### config.mk
export PLATFORM = sky130hd
export DESIGN_NAME = fetch_unit_flat
export DESIGN_NICKNAME = d
export VERILOG_FILES = /design/src/rtl/fetch_pkg.sv /design/src/rtl/fetch_unit_if.sv /design/src/rtl/program_counter.sv /design/src/rtl/fetch_unit.sv /design/src/flat_wrapper.sv
export SDC_FILE = /design/constraint.sdc
export NUM_CORES = 1
export LEC_CHECK = 0
export BUFFER_PORTS_ARGS = -buffer_cell sky130_fd_sc_hd__buf_2
export CAP_MARGIN = 15
export CORE_UTILIZATION = 35
export DETAILED_ROUTE_END_ITERATION = 10
export PLACE_DENSITY = 0.7
export SETUP_SLACK_MARGIN = 0.1
export SYNTH_ARGS = -nofsm -noshare
export SYNTH_HDL_FRONTEND = slang
export SYNTH_SLANG_ARGS = --single-unit
### constraint.sdc
create_clock -name clock -period 1.3 [get_ports clock]
set_input_delay 0.065 -clock clock [delete_from_list [all_inputs] [get_ports clock]]
set_output_delay 0.065 -clock clock [all_outputs]
set_load 0.05 [all_outputs]
### src/rtl/fetch_pkg.sv
// rtl/fetch_pkg.sv - fetch stage state encoding and default widths
package fetch_pkg;

    typedef enum logic [1:0] {
        FETCH_IDLE = 2'd0,
        FETCH_REQ  = 2'd1,
        FETCH_HOLD = 2'd2
    } fetch_state_t;

    localparam int          FETCH_ADDR_W   = 16;
    localparam int          FETCH_INSTR_W  = 16;
    localparam logic [15:0] FETCH_RESET_PC = 16'h0000;

endpackage

### src/rtl/fetch_unit_if.sv
// rtl/fetch_unit_if.sv - instruction memory read handshake (req/valid)
interface fetch_unit_if #(
    parameter int ADDR_W  = 16,
    parameter int INSTR_W = 16
) ();

    logic               memReq;
    logic [ADDR_W-1:0]  memAddr;
    logic               memValid;
    logic [INSTR_W-1:0] memData;

    modport master (output memReq, output memAddr, input memValid, input memData);
    modport slave  (input memReq, input memAddr, output memValid, output memData);

endinterface

### src/rtl/program_counter.sv
// rtl/program_counter.sv - program counter with increment (wrapping) or target load
module program_counter #(
    parameter int                ADDR_W   = 16,
    parameter logic [ADDR_W-1:0] RESET_PC = '0
) (
    input  logic              clock,
    input  logic              reset,
    input  logic              pcEn,
    input  logic              pcIncOrSet,
    input  logic [ADDR_W-1:0] pcTarget,
    output logic [ADDR_W-1:0] pc
);

    always_ff @(posedge clock) begin
        if (reset) begin
            pc <= RESET_PC;
        end else if (pcEn) begin
            // Increment relies on natural modulo-2^ADDR_W wrap.
            pc <= pcIncOrSet ? pcTarget : pc + ADDR_W'(1);
        end
    end

endmodule

### src/rtl/fetch_unit.sv
// rtl/fetch_unit.sv - fetch stage: PC, memory read FSM, fetch buffer, IR
// Optional issued-instruction counter built when FETCH_ICOUNT_EN is defined.
module fetch_unit
    import fetch_pkg::*;
#(
    parameter int                ADDR_W   = FETCH_ADDR_W,
    parameter int                INSTR_W  = FETCH_INSTR_W,
    parameter logic [ADDR_W-1:0] RESET_PC = FETCH_RESET_PC,
    parameter int                CNT_W    = 32
) (
    input  logic               clock,
    input  logic               reset,
    input  logic               fetchReq,
    input  logic               pcEn,
    input  logic               pcIncOrSet,
    input  logic [ADDR_W-1:0]  pcTarget,
    input  logic               irEn,
    fetch_unit_if.master       mem,
    output logic               fetchReady,
    output logic [ADDR_W-1:0]  pc,
    output logic [INSTR_W-1:0] instruction,
    output logic [CNT_W-1:0]   instrCount
);

    fetch_state_t       state;
    logic [ADDR_W-1:0]  reqAddr;
    logic [INSTR_W-1:0] fetchBuf;
    logic               memReqR;

    program_counter #(
        .ADDR_W   (ADDR_W),
        .RESET_PC (RESET_PC)
    ) u_pc (
        .clock      (clock),
        .reset      (reset),
        .pcEn       (pcEn),
        .pcIncOrSet (pcIncOrSet),
        .pcTarget   (pcTarget),
        .pc         (pc)
    );

    assign mem.memReq  = memReqR;
    assign mem.memAddr = reqAddr;

    // reqAddr captures the pre-update pc, so PC strobes never disturb an outstanding read.
    always_ff @(posedge clock) begin
        if (reset) begin
            state       <= FETCH_IDLE;
            reqAddr     <= '0;
            fetchBuf    <= '0;
            memReqR     <= 1'b0;
            fetchReady  <= 1'b0;
            instruction <= '0;
        end else begin
            case (state)
                FETCH_IDLE: begin
                    if (fetchReq) begin
                        state   <= FETCH_REQ;
                        reqAddr <= pc;
                        memReqR <= 1'b1;
                    end
                end
                FETCH_REQ: begin
                    if (mem.memValid) begin
                        state      <= FETCH_HOLD;
                        fetchBuf   <= mem.memData;
                        memReqR    <= 1'b0;
                        fetchReady <= 1'b1;
                    end
                end
                FETCH_HOLD: begin
                    if (irEn) begin
                        instruction <= fetchBuf;
                        fetchReady  <= 1'b0;
                        if (fetchReq) begin
                            state   <= FETCH_REQ;
                            reqAddr <= pc;
                            memReqR <= 1'b1;
                        end else begin
                            state <= FETCH_IDLE;
                        end
                    end
                end
                default: begin
                    state      <= FETCH_IDLE;
                    memReqR    <= 1'b0;
                    fetchReady <= 1'b0;
                end
            endcase
        end
    end

`ifdef FETCH_ICOUNT_EN
    logic issue;
    assign issue = (state == FETCH_HOLD) && irEn;

    always_ff @(posedge clock) begin
        if (reset) begin
            instrCount <= '0;
        end else if (issue && (instrCount != {CNT_W{1'b1}})) begin
            instrCount <= instrCount + CNT_W'(1);
        end
    end
`else
    assign instrCount = '0;
`endif

endmodule

### src/flat_wrapper.sv
// flat-port wrapper written by rule: the top's interface ports become plain ports
module fetch_unit_flat import fetch_pkg::*;
#(
    parameter int                ADDR_W   = FETCH_ADDR_W,
    parameter int                INSTR_W  = FETCH_INSTR_W,
    parameter logic [ADDR_W-1:0] RESET_PC = FETCH_RESET_PC,
    parameter int                CNT_W    = 32
)
  (clock, reset, fetchReq, pcEn, pcIncOrSet, pcTarget, irEn, fetchReady, pc, instruction, instrCount, mem_memReq, mem_memAddr, mem_memValid, mem_memData);
  fetch_unit_if #(.ADDR_W(ADDR_W), .INSTR_W(INSTR_W)) mem_i ();
  input  logic clock;
  input  logic reset;
  input  logic fetchReq;
  input  logic pcEn;
  input  logic pcIncOrSet;
  input  logic [ADDR_W-1:0] pcTarget;
  input  logic irEn;
  output logic fetchReady;
  output logic [ADDR_W-1:0] pc;
  output logic [INSTR_W-1:0] instruction;
  output logic [CNT_W-1:0] instrCount;
  output wire logic [$bits(mem_i.memReq)-1:0] mem_memReq;
  output wire logic [$bits(mem_i.memAddr)-1:0] mem_memAddr;
  input wire logic [$bits(mem_i.memValid)-1:0] mem_memValid;
  input wire logic [$bits(mem_i.memData)-1:0] mem_memData;
  assign mem_memReq = mem_i.memReq;
  assign mem_memAddr = mem_i.memAddr;
  assign mem_i.memValid = mem_memValid;
  assign mem_i.memData = mem_memData;
  fetch_unit #(.ADDR_W(ADDR_W), .INSTR_W(INSTR_W), .RESET_PC(RESET_PC), .CNT_W(CNT_W)) u_core (.clock(clock), .reset(reset), .fetchReq(fetchReq), .pcEn(pcEn), .pcIncOrSet(pcIncOrSet), .pcTarget(pcTarget), .irEn(irEn), .mem(mem_i), .fetchReady(fetchReady), .pc(pc), .instruction(instruction), .instrCount(instrCount));
endmodule
== After elaboration in Yosys (flattened, before gate mapping) ==
Cells that the tools add are included.
W data, S select, Z words.

* Bits in registers: 68
* Input bits: 39
* Output and inout bits: 82

* Add/sub/neg operators: 1
* Equality and inequality tests: 5
* Multiplexer cells: 16
* Bitwise logic cells: 1
* Reductions and logical operators: 8

{| class="wikitable"
|+ Operators with widths
! kind !! number
|-
| $mux W16 || 3
|-
| $pmux W16 S2 || 1
|-
| $add A16 B1 Y16 const B || 1
|-
| $reduce_and A2 Y1 || 4
|-
| $mux W1 || 6
|-
| $mux W2 || 3
|-
| $ne A2 B2 Y1 const B || 3
|-
| $pmux W1 S3 || 2
|-
| $pmux W2 S3 || 1
|-
| $reduce_and A3 Y1 || 2
|-
| $eq A2 B1 Y1 const B || 1
|-
| $eq A2 B2 Y1 const B || 1
|-
| $logic_not A2 Y1 || 1
|-
| $reduce_bool A2 Y1 || 1
|-
| $not A1 Y1 || 1
|}

== Depth between registers and ports, before layout ==
Gate-level depths: netlist of the first run.

* Depth in word-level cells: 3
* Mapped depth: 7
* Mapped depth without buffers: 5

== Hierarchy ==
Synthesis of the first run repeated with hierarchy kept, for this count alone.

* Cell total of the unflattened synthesis: 402
* Area total of the unflattened synthesis: 3,380.7 µm²

{| class="wikitable"
|+ Modules (own cells, without submodules)
! module !! instances !! cells an instance !! area an instance (µm²)
|-
| fetch_unit || 1 || 263 || 2,267.2
|-
| program_counter || 1 || 139 || 1,113.6
|}

== Worst setup path after synthesis of the first run ==
OpenSTA, ideal clock, no wires.

* Path kind: reg-to-reg
* Start: register u_core.u_pc.pc[0]
* End: register u_core.u_pc.pc[12]
* Arrival: 1.681 ns
* Required time: 1.168 ns
* Slack: -0.513 ns
* Stages on the path, launching flop included: 6
* Buffers on the path: 0
* Cells stage by stage: dfxtp_1 -> ha_1 -> nand4_1 -> nor3_1 -> mux2i_1 -> a21oi_1

* Cells in the longest elaborated chain, start to end: 2

{| class="wikitable"
|+ RTL lines
! what !! RTL line !! text
|-
| start, declared || program_counter.sv:11 || <nowiki>output logic [ADDR_W-1:0] pc</nowiki>
|-
| start signal, assigned || program_counter.sv:19 || <nowiki>pc <= pcIncOrSet ? pcTarget : pc + ADDR_W'(1);</nowiki>
|-
| $add A16 B1 Y16 || program_counter.sv:19 ||
|-
| $mux W16 || program_counter.sv:19 ||
|}

Every way passes these cells.
A chain may end at the register's enable or synchronous reset.

== Final worst setup path of the first run ==
* Start: register u_core.state[1]
* End: register u_core.fetchBuf[9]

* Cells in the longest elaborated chain, start to end: 2

{| class="wikitable"
|+ RTL lines
! what !! RTL line !! text
|-
| start, declared || fetch_unit.sv:25 || <nowiki>fetch_state_t state;</nowiki>
|-
| start signal, assigned || fetch_unit.sv:48 || <nowiki>state <= FETCH_IDLE;</nowiki>
|-
| start signal, assigned || fetch_unit.sv:58 || <nowiki>state <= FETCH_REQ;</nowiki>
|-
| start signal, assigned || fetch_unit.sv:65 || <nowiki>state <= FETCH_HOLD;</nowiki>
|-
| $eq A2 B1 Y1 || fetch_unit.sv:55 || <nowiki>case (state)</nowiki>
|-
| $reduce_and A2 Y1 (no line) || - ||
|-
| end signal, assigned || fetch_unit.sv:66 || <nowiki>fetchBuf <= mem.memData;</nowiki>
|-
| end, declared || fetch_unit.sv:27 || <nowiki>logic [INSTR_W-1:0] fetchBuf;</nowiki>
|}

Every way passes these cells.

==> out/metrics.cfg, run 1 <==
[place]
place_hpwl_microns=5360
gp_congestion=0.842
portBuffers=88

[logic_synthesis]
netlist_top_cells_area=dfxtp_1, nand2_1, buf_4
synth_edf_count=0
synth_commonest_cells=nand2_1, dfxtp_1, a21oi_1
yosysSeqAreaShare_pct=42.6
synth_top_flop_cell=dfxtp_1
synth-seq-cells=68
syn_area_sq_um=3200
syn_inst=385
yosys.area.top_type=dfxtp_1
yosysWarnings=0
syn_avg_cell_area_sq_um=8.31
synth-async-reset-ratio_pct=0
yosysUniqueCellTypes=46
synth_most_common_cell=nand2_1
synth_top_area_share_pct=42.6

[floorplan]
die_x_microns=97.6
start_util_pct=36.5
die_h_microns=97.6
die-area_sq_um=9520
pin_count=121
core-area_sq_um=8760
rows=34

[clock_tree]
clockBufferDepth=2
cts.clk_slew.worst_paths_ns=0.08
h-tree-depth=3
cts.sinks=68
clk-insertion-delay-late_ns=0.34
numCtsBuffers=9
cts_tree=yes
cts_root_buffer=clkbuf_8

[routing]
num_vias=3097
postRouteAntennaNets=0
first_pass_iters=4
wl_per_cell_microns=13.7
post-route-drc-count=0
totalWireLength_microns=8600
viasPerCell=4.95
drt_iter0_drc=82

[setup_path]
slowest_stage=dfxtp_2
path_cells=buf_4 > buf_6 > and3b_2 > clkbuf_16 > nand2_1 > a21oi_1
crit_fanout=8
max_stage_delay_ns=0.34
startpoint_type=flip-flop
path_buf_inv=3
cp.arrival_ns=1.62
critPathCaptureType=flip-flop
required_ns=1.58
cpLargestDelayFamily=buffers and inverters
rr_worst_depth=6
rrSetupSlack_ns=-0.04
criticalPathCategory=flip-flop to flip-flop
cp.depth=6

[final_layout]
nFillCells=809
drive_gt1_share_pct=42.1
antenna_cells=0
nets=553
syn2layout_area_growth_pct=44.3

[sta]
post-route-min-period_ns=1.34
finalSetupViolCount=26
hold_viol_final=0
fmax_mhz=747
finalWorstSetupSlack_ns=-0.0386
slew_headroom_pct=61.5
rsz0062_at_grt=yes
fin_hold_ws_ns=0.00932
skew_ns=0.00968
worst_slew_pin_slew_ns=0.577
min_period_over_period_pct=103
setup_tns_ns=-0.597
slew_violations=0

[power]
ir_drop_mv=0.567
powerDensity_nw_per_um2=1110
p_leak_nw=2.02

[run_status]
violations=setup timing
status=complete, but fails checks

[global_routing]
grt-ovfl-total=0
antenna_found_initial=0
grt_pass1_wl_microns=12800
grt_pass1_vias=2723
gr-usage-all-layers_pct=16.4
grt_max_degree=37

[min_path]
hold_class=primary input to flip-flop
holdPathStages=3

[flow_run]
max-cap-violations=0

==> cell families (layout without fill, tap and decap cells) <==
group	Yosys count	after routing	synth area share [%]
AND/OR/NAND/NOR	146	146	21.0
other	1	32	0.117
buffers and inverters	67	169	14.6
AO/OA/AOI/OAI	84	84	15.7
adder cells (fa/ha/maj)	1	1	0.391
flip-flops	68	68	42.6
multiplexers	18	18	5.63
==> worst min-delay path, cell delays in order <==
cell,delay [ns]
buf_2,0.10
nand3_1,0.07
a31oi_1,0.09
==> sequential cells by signal, summed over array words and instances, names as in the netlist <==
name,flops
u_core.fetchBuf,16
u_core.instruction,16
u_core.mem.memAddr,16
u_core.u_pc.pc,16
u_core.state,2
u_core.fetchReady,1
u_core.mem.memReq,1
==> report_power, final <==
part	total, W	switching (W)	internal, W
registers	0.00221	0.0000606	0.00215
clock network	0.00184	0.000839	0.00100
logic	0.00109	0.000716	0.000370
total	0.00514	0.00161	0.00352
==> area by class of cell <==
cell class                      count  area [sq um]  share of cell area [%]
Inverter                            8          30.0                   0.651
Multi-Input combinational cell    281          1730                    37.6
Timing Repair Buffer              145          1100                    23.8
Clock inverter                      5          57.6                    1.25
Tap cell                          108           135                    2.93
Clock buffer                       11           153                    3.31
Sequential cell                    68          1410                    30.5
==> per-stage QoR <==
step / instances / power, W / utilization (%) / area [sq um] / setup slack (ns)
6_report: 626 / 0.00514 / 52.7 / 4610 / -0.0386
5_1_grt: 626 / 0.00534 / 52.7 / 4610 / -0.105
4_1_cts: 615 / 0.00504 / 48.5 / 4250 / -0.0156
3_5_place_dp: 580 / 0.00315 / 43.3 / 3800 / -0.0462
3_3_place_gp: 580 / 0.00314 / 43.3 / 3800 / -0.0147
2_1_floorplan: 416 / 0.00301 / - / 3400 / -0.157
==> path summary, 6_finish.rpt <==
| kind | start | end |
|---|---|---|
| hold / removal | pcTarget[10] | u_core.u_pc.pc[10] |
| setup reg to reg | u_core.state[1] | u_core.fetchBuf[9] |
| hold reg to reg | u_core.instruction[7] | u_core.instruction[7] |
| setup / recovery | u_core.state[1] | u_core.fetchBuf[9] |
==> routing by layer <==
metal,routed length (microns),GRT usage (%)
met1,3790,20.0
met2,4280,28.3
met3,464,4.17
met4,74,5.09
met5,0,0
==> placed cells by master (no fill, tap or decap), types with 6 or more instances in the layout <==
cell and n:
o21ai_0 7, a21oi_2 16, dfxtp_4 11, a21oi_1 32, buf_4 26, clkbuf_8 9, nand3_1 7, buf_2 81
dfxtp_1 52, a31oi_1 6, inv_1 8, dlygate4sd3_1 16, nand2_4 6, nand2_2 9, buf_6 10, nor2_1 30
nand2_1 62, mux2i_1 17, conb_1 32
==> repair_timing <==
action,CTS,global route
endpoints found under the hold margin,16,0
cloned,0,6
setup endpoints to repair,48,61
hold buffers,16,0
resized for setup,17,62
setup buffers,3,5
pin swaps,14,25
Note: power is estimated with default switching activity, not from simulation.
==> run 2, diff against run 1 <==
--- a/config.mk
+++ b/config.mk
@@ -10,7 +10,6 @@
 export CORE_UTILIZATION = 35
 export DETAILED_ROUTE_END_ITERATION = 10
 export PLACE_DENSITY = 0.7
-export SETUP_SLACK_MARGIN = 0.1
 export SYNTH_ARGS = -nofsm -noshare
 export SYNTH_HDL_FRONTEND = slang
 export SYNTH_SLANG_ARGS = --single-unit
==> out/metrics.cfg, run 2 (synthesized netlist as in run 1, its figures left out) <==
[clock_tree]
cts.clk_slew.worst_paths_ns=0.07
cts.sinks=68
numCtsBuffers=9
clk-insertion-delay-late_ns=0.34
h-tree-depth=3
cts_tree=yes
cts_root_buffer=clkbuf_8
clockBufferDepth=2

[setup_path]
slowest_stage=dfxtp_4
startpoint_type=flip-flop
max_stage_delay_ns=0.35
critPathCaptureType=flip-flop
crit_fanout=5
path_buf_inv=2
cpLargestDelayFamily=simple AND/OR/NAND/NOR gates
path_cells=nor2b_4 > nor3b_4 > buf_12 > clkbuf_16 > mux2i_1 > nor2_1
criticalPathCategory=flip-flop to flip-flop
cp.arrival_ns=1.55
required_ns=1.53

[sta]
rsz0062_at_grt=yes
post-route-min-period_ns=1.32
skew_ns=0.00458
min_period_over_period_pct=102
fmax_mhz=756
slew_violations=0
hold_viol_final=0
fin_hold_ws_ns=0.0389
setup_tns_ns=-0.159
finalSetupViolCount=13
finalWorstSetupSlack_ns=-0.0229

[global_routing]
grt_pass1_vias=2746
grt-ovfl-total=0
grt_max_degree=55
antenna_found_initial=0
gr-usage-all-layers_pct=16.5
grt_pass1_wl_microns=12800

[final_layout]
antenna_cells=0
syn2layout_area_growth_pct=34.8
final_common_cell=buf_2
final_cell_area_sq_um=4310
layout_common_cells=buf_2, nand2_1, dfxtp_1, a21oi_1, nor2_1
fin_util_pct=49.2
drive_gt1_share_pct=34.1
nets=548

[routing]
first_pass_iters=4
drt_iter0_drc=57
post-route-drc-count=0
num_vias=3020
postRouteAntennaNets=0
viasPerCell=4.86
wl_per_cell_microns=13.4
totalWireLength_microns=8330

[place]
portBuffers=88
dp_slack_ns=-0.0639
place_area_sq_um=3770
gp_congestion=0.821
place_hpwl_microns=5550

[run_status]
violations=setup timing
status=complete, but fails checks

[floorplan]
die_x_microns=97.6
pin_count=121
die_h_microns=97.6
rows=34
start_util_pct=36.5
die-area_sq_um=9520
core-area_sq_um=8760

[power]
powerDensity_nw_per_um2=1130
ir_drop_mv=0.499
p_leak_nw=1.89

[min_path]
hold_class=primary input to flip-flop

[flow_run]
max-cap-violations=0

run 2: cell type report:
cell class | count | area, sq um
clock buffers | 11 | 131
clock inverters | 5 | 51.3
repair buffers | 140 | 978
well taps | 108 | 135
fillers | 863 | 4450
multi-input cells | 281 | 1580
inverters | 8 | 30.0
flip-flops and latches | 68 | 1410
run 2: through the flow:
| step | total power (W) | std cells |
|---|---|---|
| floorplan | 0.00301 | 416 |
| global placement | 0.00313 | 578 |
| detailed placement | 0.00315 | 578 |
| CTS | 0.00486 | 614 |
| global route | 0.00509 | 621 |
| finish | 0.00489 | 621 |
run 2: where the power goes:
group | internal (W) | switching (W)
Combinational | 0.000327 | 0.000673
Clock | 0.000879 | 0.000801
Sequential | 0.00215 | 0.0000627
run 2: tightest hold or removal path, stage by stage:
cell and delay, ns:
buf_2 0.10, nor3b_1 0.05, nor2_1 0.08, nor2_1 0.04
run 2: worst paths after layout:
check                        startpoint                      to  slack (ns)  depth (start not counted)
setup / recovery        u_core.state[1]  u_core.mem.memAddr[14]       -0.02                          6
hold / removal             mem_memValid         u_core.state[0]        0.04                          4
setup reg to reg        u_core.state[1]  u_core.mem.memAddr[14]       -0.02                          6
hold reg to reg   u_core.instruction[1]   u_core.instruction[1]        0.45                          2
run 2: layer usage:
metal	part of all wire [%]	track usage (%)	vias up	routed length [microns]
li1	-	-	1489	-
met1	45	20.0	1414	3710
met2	50	28.8	109	4140
met3	5.1	3.88	8	425
met4	0.58	4.64	0	48
met5	0	0	-	0
run 2: what timing repair did:
action / 4_1_cts / 5_1_grt
setup buffers: 3 / 4
gates cloned: 0 / 3
pin swaps: 4 / 11
endpoints found under the setup margin: 25 / 28
hold buffers: 17 / 0
gates resized for setup: 3 / 12
endpoints found under the hold margin: 17 / 0
